`config.mk`:
```
export PLATFORM = sky130hd
export DESIGN_NAME = multicycle_ctl
export DESIGN_NICKNAME = d
export VERILOG_FILES = /design/src/rtl/multicycle_ctl.sv
export SDC_FILE = /design/constraint.sdc
export NUM_CORES = 1
export LEC_CHECK = 0
export CORE_MARGIN = 2
export CORE_UTILIZATION = 30
export CTS_CLUSTER_DIAMETER = 100
export CTS_CLUSTER_SIZE = 16
export DETAILED_ROUTE_END_ITERATION = 6
export PLACE_DENSITY = 0.69
export SLEW_MARGIN = 25
export SYNTH_ARGS = -nofsm -noshare
export SYNTH_HDL_FRONTEND = slang
export SYNTH_SLANG_ARGS = --single-unit
```
`constraint.sdc`:
```
create_clock -name clk -period 1.8 [get_ports clk]
set_clock_uncertainty 0.05 [all_clocks]
set_input_delay 0.27 -clock clk [delete_from_list [all_inputs] [get_ports clk]]
set_output_delay 0.27 -clock clk [all_outputs]
set_load 0.005 [all_outputs]
```
`src/rtl/multicycle_ctl.sv`:
```
// Multi-cycle MIPS32 main control FSM: sequences ALU, shared memory port and register file.
// 3-5 states per instruction; FETCH/MEMRD/MEMWR hold state and strobes until MemReady.
module multicycle_ctl (
  input  logic       clk,
  input  logic       rst,
  input  logic [5:0] OpCode,
  input  logic       MemReady,
  output logic       PCWrite,
  output logic       PCWriteCond,
  output logic [1:0] PCSource,
  output logic       IorD,
  output logic       MemRd,
  output logic       MemWr,
  output logic       IRWrite,
  output logic       MemtoReg,
  output logic       RegDst,
  output logic       RegWr,
  output logic       ALUSrcA,
  output logic [1:0] ALUSrcB,
  output logic [1:0] ALUOp,
  output logic       InstrDone,
  output logic       Illegal,
  output logic [3:0] State
);

  typedef enum logic [3:0] {
    FETCH   = 4'd0,
    DECODE  = 4'd1,
    MEMADR  = 4'd2,
    MEMRD   = 4'd3,
    MEMWB   = 4'd4,
    MEMWR   = 4'd5,
    EXEC    = 4'd6,
    RWB     = 4'd7,
    BRANCH  = 4'd8,
    JUMP    = 4'd9,
    ILLEGAL = 4'd10
  } state_t;

  localparam logic [5:0] OP_R   = 6'b000000;
  localparam logic [5:0] OP_LW  = 6'b100011;
  localparam logic [5:0] OP_SW  = 6'b101011;
  localparam logic [5:0] OP_BEQ = 6'b000100;
  localparam logic [5:0] OP_J   = 6'b000010;

  state_t     state;
  state_t     next_state;
  logic [5:0] op_q;

  // Opcode is captured in DECODE so MEMADR does not depend on the IR staying stable.
  always_ff @(posedge clk) begin
    if (rst) begin
      state <= FETCH;
      op_q  <= 6'b000000;
    end else begin
      state <= next_state;
      if (state == DECODE) op_q <= OpCode;
    end
  end

  assign State = state;

  always_comb begin
    next_state  = state;
    PCWrite     = 1'b0;
    PCWriteCond = 1'b0;
    PCSource    = 2'b00;
    IorD        = 1'b0;
    MemRd       = 1'b0;
    MemWr       = 1'b0;
    IRWrite     = 1'b0;
    MemtoReg    = 1'b0;
    RegDst      = 1'b0;
    RegWr       = 1'b0;
    ALUSrcA     = 1'b0;
    ALUSrcB     = 2'b00;
    ALUOp       = 2'b00;
    InstrDone   = 1'b0;
    Illegal     = 1'b0;

    case (state)
      FETCH: begin
        MemRd   = 1'b1;
        ALUSrcB = 2'b01;
        IRWrite = MemReady;
        PCWrite = MemReady;
        if (MemReady) next_state = DECODE;
      end
      DECODE: begin
        ALUSrcB = 2'b11;
        case (OpCode)
          OP_R:         next_state = EXEC;
          OP_LW, OP_SW: next_state = MEMADR;
          OP_BEQ:       next_state = BRANCH;
          OP_J:         next_state = JUMP;
          default:      next_state = ILLEGAL;
        endcase
      end
      MEMADR: begin
        ALUSrcA    = 1'b1;
        ALUSrcB    = 2'b10;
        next_state = (op_q == OP_SW) ? MEMWR : MEMRD;
      end
      MEMRD: begin
        MemRd = 1'b1;
        IorD  = 1'b1;
        if (MemReady) next_state = MEMWB;
      end
      MEMWB: begin
        RegWr      = 1'b1;
        MemtoReg   = 1'b1;
        InstrDone  = 1'b1;
        next_state = FETCH;
      end
      MEMWR: begin
        MemWr     = 1'b1;
        IorD      = 1'b1;
        InstrDone = MemReady;
        if (MemReady) next_state = FETCH;
      end
      EXEC: begin
        ALUSrcA    = 1'b1;
        ALUOp      = 2'b10;
        next_state = RWB;
      end
      RWB: begin
        RegWr      = 1'b1;
        RegDst     = 1'b1;
        InstrDone  = 1'b1;
        next_state = FETCH;
      end
      BRANCH: begin
        ALUSrcA     = 1'b1;
        ALUOp       = 2'b01;
        PCWriteCond = 1'b1;
        PCSource    = 2'b01;
        InstrDone   = 1'b1;
        next_state  = FETCH;
      end
      JUMP: begin
        PCWrite    = 1'b1;
        PCSource   = 2'b10;
        InstrDone  = 1'b1;
        next_state = FETCH;
      end
      ILLEGAL: begin
        Illegal    = 1'b1;
        next_state = FETCH;
      end
      default: next_state = FETCH;
    endcase

    // Reset kills every side effect immediately, even mid memory wait.
    if (rst) begin
      PCWrite     = 1'b0;
      PCWriteCond = 1'b0;
      IRWrite     = 1'b0;
      MemRd       = 1'b0;
      MemWr       = 1'b0;
      RegWr       = 1'b0;
      InstrDone   = 1'b0;
      Illegal     = 1'b0;
    end
  end

endmodule

```
Word level (Yosys, flattened, before mapping):

Cells that the tools add are included.

* bits in registers: 10
* latch bits: 0
* bits in writable memories: 0
* ROM bits: 0
* bits of input ports: 9
* memories: 0

* add/sub/neg operators: 0
* $mul: 0
* div/mod/pow operators: 0
* $lt $le $gt $ge: 0
* eq/ne operators: 18
* shift operators: 0
* mux-type cells: 29
* bitwise gates (word level): 0
* reductions and logical operators: 9

Operators with widths (count)
* 4-bit one-hot mux with 6 select lines: 1
* 6-bit equality test, second input constant: 3
* 1-bit 2-to-1 mux: 18
* 4-bit by 3-bit equality test with 1-bit output, second input constant: 4
* 4-bit one-hot mux with 4 select lines: 1
* 4-bit equality test, second input constant: 3
* 4-bit 2-to-1 mux: 3
* 4-bit by 2-bit equality test with 1-bit output, second input constant: 2
* 2-bit one-hot mux with 2 select lines: 2
* 2-bit OR reduction: 4
* 6-bit by 2-bit equality test with 1-bit output, second input constant: 1
* 6-bit by 3-bit equality test with 1-bit output, second input constant: 1
* 6-bit zero test: 1
* 2-bit inequality test, second input constant: 3
* 2-bit one-hot mux with 3 select lines: 1
* 4-bit by 1-bit equality test with 1-bit output, second input constant: 1
* 4-bit zero test: 1
* 1-bit one-hot mux with 2 select lines: 2
* 4-bit OR reduction: 1
* 3-bit 2-to-1 mux: 1
* 3-bit AND reduction: 1
* 3-bit OR reduction: 1

Logic depth before layout (Yosys ltp):

Gate-level depths: netlist of the first run.

* word-level depth: 4
* mapped depth: 6
* depth with buffers taken out: 4

Worst setup path before layout of the first run:

Ideal clock, no wire load.

* path type: register to output
* start: register state[2] (netlist: State[2])
* end: output port InstrDone
* data arrival time: 1.068 ns
* data required time: 1.480 ns
* path slack: 0.412 ns
* cell stages (with the launch flop): 6
* path buffers: 2
* path through: dfxtp_1 > buf_6 > buf_2 > nand2b_1 > o21a_1 > nor2_1

* word-level cells in the longest chain between the ends: 4
* elaborated cells between the ends (all ways): 8
* those cells by class: eq/ne (5); mux (2); reduce/logical (1)

Ends and longest elaborated chain
* start: declaration: line 46 `state_t state;`
* start signal: assignment: line 56 `state <= next_state;`
* 4-bit equality test or 4-bit by 3-bit equality test with 1-bit output (tied branches): line 81 `case (state)`
* 4-bit OR reduction (no source line)
* 1-bit one-hot mux with 2 select lines (*): line 81
* 1-bit 2-to-1 mux (*): line 154 `if (rst) begin`
* end: declaration: line 21 `output logic InstrDone,`

Every way passes the cells marked *; elsewhere a longest branch is shown, timed or not.

Worst setup path after layout of the first run:

* start: register state[2] (netlist: State[2])
* end: output port ALUSrcA

* word-level cells in the longest chain between the ends: 3
* elaborated cells between the ends (all ways): 5
* those cells by class: eq/ne (3); mux (1); reduce/logical (1)

Ends and longest elaborated chain
* 4-bit by 3-bit equality test with 1-bit output, or another cell as far along: line 81
* 3-bit OR reduction (no source line) (*)
* 1-bit 2-to-1 mux (*): line 81
* end: declaration: line 18 `output logic ALUSrcA,`

Marked as above.

==> results.json, run 1 <==
{
  "outcome": "finished clean",
  "startpoint_type": "flip-flop",
  "grt_setup_unrepaired": "true",
  "ys.flop_type": "dfxtp_1",
  "p_leak_uw": 0.000530,
  "vias_per_cell": 5.14,
  "gp_congestion": 0.856,
  "diodes": 0,
  "numCtsBuffers": 3,
  "dp_cells": 170,
  "grt_usage_pct": 16.2,
  "num_vias": 900,
  "hold_class": "flip-flop to flip-flop",
  "ant_nets": 0,
  "cts.sinks": 10,
  "ys_seq_area_share_pct": 27.4,
  "grt.overflow.total": 0,
  "grt_pass1_vias": 781,
  "cts_root_buffer": "clkbuf_4",
  "synth_edf_count": 0,
  "wl_per_cell_um": 12.5,
  "clk_latency_ns": 0.27,
  "synth_cell_types": 30,
  "cp.arrival_ns": 1.40,
  "hold_violations": 0,
  "path_clk_slew_ns": 0.07,
  "ys_async_sr_fraction_pct": 0,
  "port_buffers": 30,
  "crit_fanout": 5,
  "fin_crit_sh_pct": 95.7,
  "final_layout_size_suffix_gt1_share_pct": 26.5,
  "fin_cells": 175,
  "cts_hold_buf": 0,
  "layout_commonest_cell": "buf_4",
  "p_per_area_mw_per_mm2": 828,
  "avgSynthCellArea_um2": 7.22,
  "antenna_found_initial": 0,
  "grt_first_pass_wirelength_mm": 3.39,
  "wl_met1_um": 995,
  "die_y_um": 53.3,
  "min_period_ns": 1.72,
  "holdWs_ns": 0.401,
  "dr.max_layer_used": "met4",
  "grt_max_degree": 13,
  "h-tree-depth": 1,
  "core-area_mm2": 0.00225,
  "fmax_mhz": 580,
  "final_cell_mix": "18 x buf_4, 16 x nand2_1, 14 x dlygate4sd2_1, 10 x a21oi_1",
  "drtIter0Drc": 13,
  "ys_ff_latch": 10,
  "dp_hpwl_mm": 1.70,
  "end_kind": "output pin",
  "start_util_pct": 32.4,
  "max-cap-violations": 0,
  "drt_first_pass_iters": 4,
  "drv_slew": 0,
  "wl_met3_um": 74,
  "wl_mm": 2.19,
  "finalSetupViolCount": 0,
  "setup.worst_path.class": "flip-flop to output pin",
  "rows": 17,
  "cts_tree": "built",
  "fp.dieW_um": 53.3,
  "peakVddDrop_mv": 0.451,
  "tightest_slew_ns": 0.386,
  "syn_nets": 110,
  "area_growth_pct": 67.9,
  "cp.required_ns": 1.48,
  "final_nets": 157,
  "dieArea_mm2": 0.00284,
  "synth_cells": 101,
  "maxSlewHeadroom_pct": 74.3,
  "io_pins": 31,
  "drc_errors": 0,
  "dr_wl_met2_mm": 1.11,
  "syn_area_um2": 729,
  "synth_warnings": 0,
  "n_fill_cell": 223,
  "cts_buffer_depth": 2
}
==> layout make-up <==
type | count | area, µm² | area share, %
clock buffers | 4 | 36.3 | 2.96
multi-input cells | 82 | 493 | 40.2
flip-flops and latches | 10 | 210 | 17.2
well taps | 28 | 35.0 | 2.86
repair buffers | 51 | 450 | 36.8
==> metal layers <==
layer / vias up / track usage, %
li1: 458 / -
met1: 426 / 20.2
met2: 14 / 27.6
met3: 2 / 5.08
met4: 0 / 2.56
met5: - / 0
==> worst paths after layout <==
path	startpoint	to	slack [ns]	depth (start not counted)
worst min register to register	op_q[4]	op_q[4]	0.40	2
worst min-delay path	op_q[4]	op_q[4]	0.40	2
worst max register to register	State[1]	State[2]	0.40	6
worst max-delay path	State[2]	ALUSrcA	0.08	4
==> report_power, final <==
group / switching, µW / leakage, µW / internal (µW)
logic: 241 / 0.000425 / 285
clock network: 83.3 / 0.0000210 / 123
registers: 26.2 / 0.0000839 / 255
total: 350 / 0.000530 / 663
==> stage by stage <==
stage / TNS (ns) / total power (µW) / worst slack (ns) / util (%) / instance area, µm²
floorplan: 0 / 537 / 0.412 / - / 729
detailed placement: -1.73 / 820 / -0.286 / 52.1 / 1170
CTS: -0.00393 / 1010 / -0.00393 / 53.8 / 1210
global placement: -1.50 / 818 / -0.244 / 52.1 / 1170
global route: -0.0102 / 1090 / -0.00825 / 54.3 / 1220
finish: 0 / 1010 / 0.0766 / 54.3 / 1220
==> registers in the layout, indices dropped and copies added (netlist names) <==
signal and cells:
State 4, op_q 6
==> synthesized netlist by cell type, types with 2 or more instances <==
library cell | count | share of area [%]
a21oi_1 | 10 | 6.9
buf_2 | 3 | 2.1
buf_6 | 2 | 3.1
clkbuf_1 | 4 | 2.1
dfxtp_1 | 10 | 27
nand2_1 | 16 | 8.2
nand2b_1 | 4 | 3.4
nor2_1 | 9 | 4.6
nor2b_1 | 4 | 3.4
nor3_1 | 9 | 6.2
nor3b_1 | 2 | 2.1
nor4_1 | 7 | 6.0
o21ai_0 | 2 | 1.4
o21ai_1 | 3 | 2.1
==> critical path, stage by stage, from the launching register on <==
cell           delay [ns]
dfxtp_4              0.37
nand2b_1             0.15
or2_1                0.23
a21oi_1              0.12
dlygate4sd2_1        0.26
==> cell families after synthesis <==
group / after synthesis / share of synthesized area [%]
buffers and inverters: 9 / 7.20
DFF: 10 / 27.4
xor gates and xnor gates: 2 / 2.40
and+or+nand+nor: 58 / 44.9
AOI/OAI and AO/OA: 22 / 18.0
==> what timing repair did <==
action / in CTS / in global routing
gates cloned: 0 / 0
endpoints found under the setup margin: 19 / 6
pin swaps: 0 / 1
gates resized for setup: 28 / 13
buffers inserted: 0 / 1
(Power assumes the default switching activity.)
==> run 2, diff against run 1 <==
Settings changed: CTS_CLUSTER_DIAMETER 100 to 150, GPL_TIMING_DRIVEN set to 0.
==> results.json, run 2 (synthesized netlist as in run 1, its figures left out) <==
{
  "dp_hpwl_mm": 1.59,
  "path_clk_slew_ns": 0.07,
  "area_growth_pct": 67.4,
  "fin_crit_sh_pct": 96.7,
  "drt_first_pass_iters": 4,
  "finalSetupViolCount": 0,
  "p_per_area_mw_per_mm2": 785,
  "grt_usage_pct": 17.5,
  "core-area_mm2": 0.00225,
  "hold_class": "flip-flop to flip-flop",
  "peakVddDrop_mv": 0.431,
  "drtIter0Drc": 39,
  "h-tree-depth": 1,
  "gp_congestion": 0.772,
  "grt.overflow.total": 0,
  "grt_setup_unrepaired": "true",
  "end_kind": "output pin",
  "setup.worst_path.class": "flip-flop to output pin",
  "p_int_uw": 606,
  "power_switching_uw": 353,
  "pre_cts_ws_ns": -0.385,
  "clk_latency_ns": 0.26,
  "startpoint_type": "flip-flop",
  "outcome": "finished clean",
  "n_fill_cell": 228,
  "cp.arrival_ns": 1.42,
  "final_nets": 152,
  "crit_fanout": 6,
  "wl_per_cell_um": 13.7,
  "p_total_uw": 959,
  "start_util_pct": 32.4,
  "combPwrFrac_pct": 54.5,
  "p_clk_share_pct": 15.7,
  "setup_ws_ns": 0.0601,
  "p_leak_uw": 0.000490,
  "cts_tree": "built",
  "vias_per_cell": 5.26,
  "cts.sinks": 10,
  "swShare_pct": 36.8,
  "final_layout_size_suffix_gt1_share_pct": 29.1,
  "fmax_mhz": 575,
  "cts_buffer_depth": 2,
  "ant_nets": 0,
  "hold_violations": 0,
  "wl_mm": 2.32,
  "cts_root_buffer": "clkbuf_4",
  "numCtsBuffers": 3,
  "max-cap-violations": 0,
  "antenna_found_initial": 0,
  "num_vias": 889,
  "drc_errors": 0,
  "tightest_slew_ns": 0.505,
  "die_y_um": 53.3,
  "grt_pass1_vias": 802,
  "min_period_ns": 1.74,
  "port_buffers": 29,
  "grt_first_pass_wirelength_mm": 3.69,
  "diodes": 0,
  "final_cell_mix": "15 x nand2_1, 14 x dlygate4sd2_1, 10 x a21oi_1, 10 x clkdlybuf4s50_1, 9 x nor2_1",
  "pwr-share-seq_pct": 29.9,
  "cp.required_ns": 1.48,
  "maxSlewHeadroom_pct": 66.3,
  "fp.dieW_um": 53.3,
  "rows": 17,
  "dieArea_mm2": 0.00284,
  "top_register": "op_q",
  "drv_slew": 0,
  "layout_commonest_cell": "nand2_1",
  "grt_max_degree": 11,
  "io_pins": 31,
  "largest_reg_flops": 6
}
## run 2: cell count changes in the layout (fill, tap and decap cells not counted), moves of 2 or more
cell	change
dlymetal6s2s_1	-2
buf_2	+5
nor4_1	-3
nand2b_4	+3
nor4_2	+3
nand2b_1	-2
clkbuf_2	-2
buf_4	-10
## run 2: what timing repair did
action | CTS | global route
pin swaps | 2 | 3
hold buffers | 0 | 0
setup buffers | 7 | 1
setup endpoints to repair | 18 | 5
gates resized for setup | 60 | 5
## run 2: power by group through the flow
stage                     logic (µW)  registers [µW]  clock network (µW)
after floorplan                  254             283                   0
after global placement           444             284                   0
after detailed placement         446             287                   0
after CTS                        498             284                 159
after global routing             569             291                 172
final                            522             286                 150
## run 2: final timing paths
check	start	endpoint	slack, ns	depth (start not counted)
hold / removal	op_q[4]	op_q[4]	0.40	2
hold reg to reg	op_q[4]	op_q[4]	0.40	2
setup / recovery	State[2]	InstrDone	0.06	6
setup reg to reg	State[2]	State[0]	0.19	6
## run 2: stage by stage
step | instance area (µm²) | hold WS, ns | setup TNS [ns] | util [%] | std cells
floorplan | 729 | 0.356 | 0 | - | 101
global placement | 1050 | 0.393 | -1.35 | 46.8 | 158
detailed placement | 1050 | 0.399 | -1.60 | 46.8 | 158
CTS | 1190 | 0.406 | 0 | 52.8 | 168
global route | 1220 | 0.434 | -0.0110 | 54.2 | 169
finish | 1220 | 0.403 | 0 | 54.2 | 169
## run 2: layout make-up
type	instances	area [µm²]	share of cell area, %
Buffer	9	101	8.30
Sequential cell	10	210	17.2
Multi-Input combinational cell	82	539	44.2
Timing Repair Buffer	37	313	25.6
Clock buffer	3	22.5	1.84
Tap cell	28	35.0	2.87
## run 2: routing by layer
metal	share of wire (%)	wire [µm]	track usage, %
met5	0	0	0
met4	0.82	19	4.27
met3	2.3	54	4.24
met2	53	1230	30.9
met1	44	1020	20.9
## run 2: worst max-delay path: stages, from the launching register on
cell and delay [ns]:
dfxtp_2 0.33, buf_6 0.13, nand2b_4 0.14, or2_1 0.24, o21a_1 0.11, nor2_1 0.08
buf_2 0.12
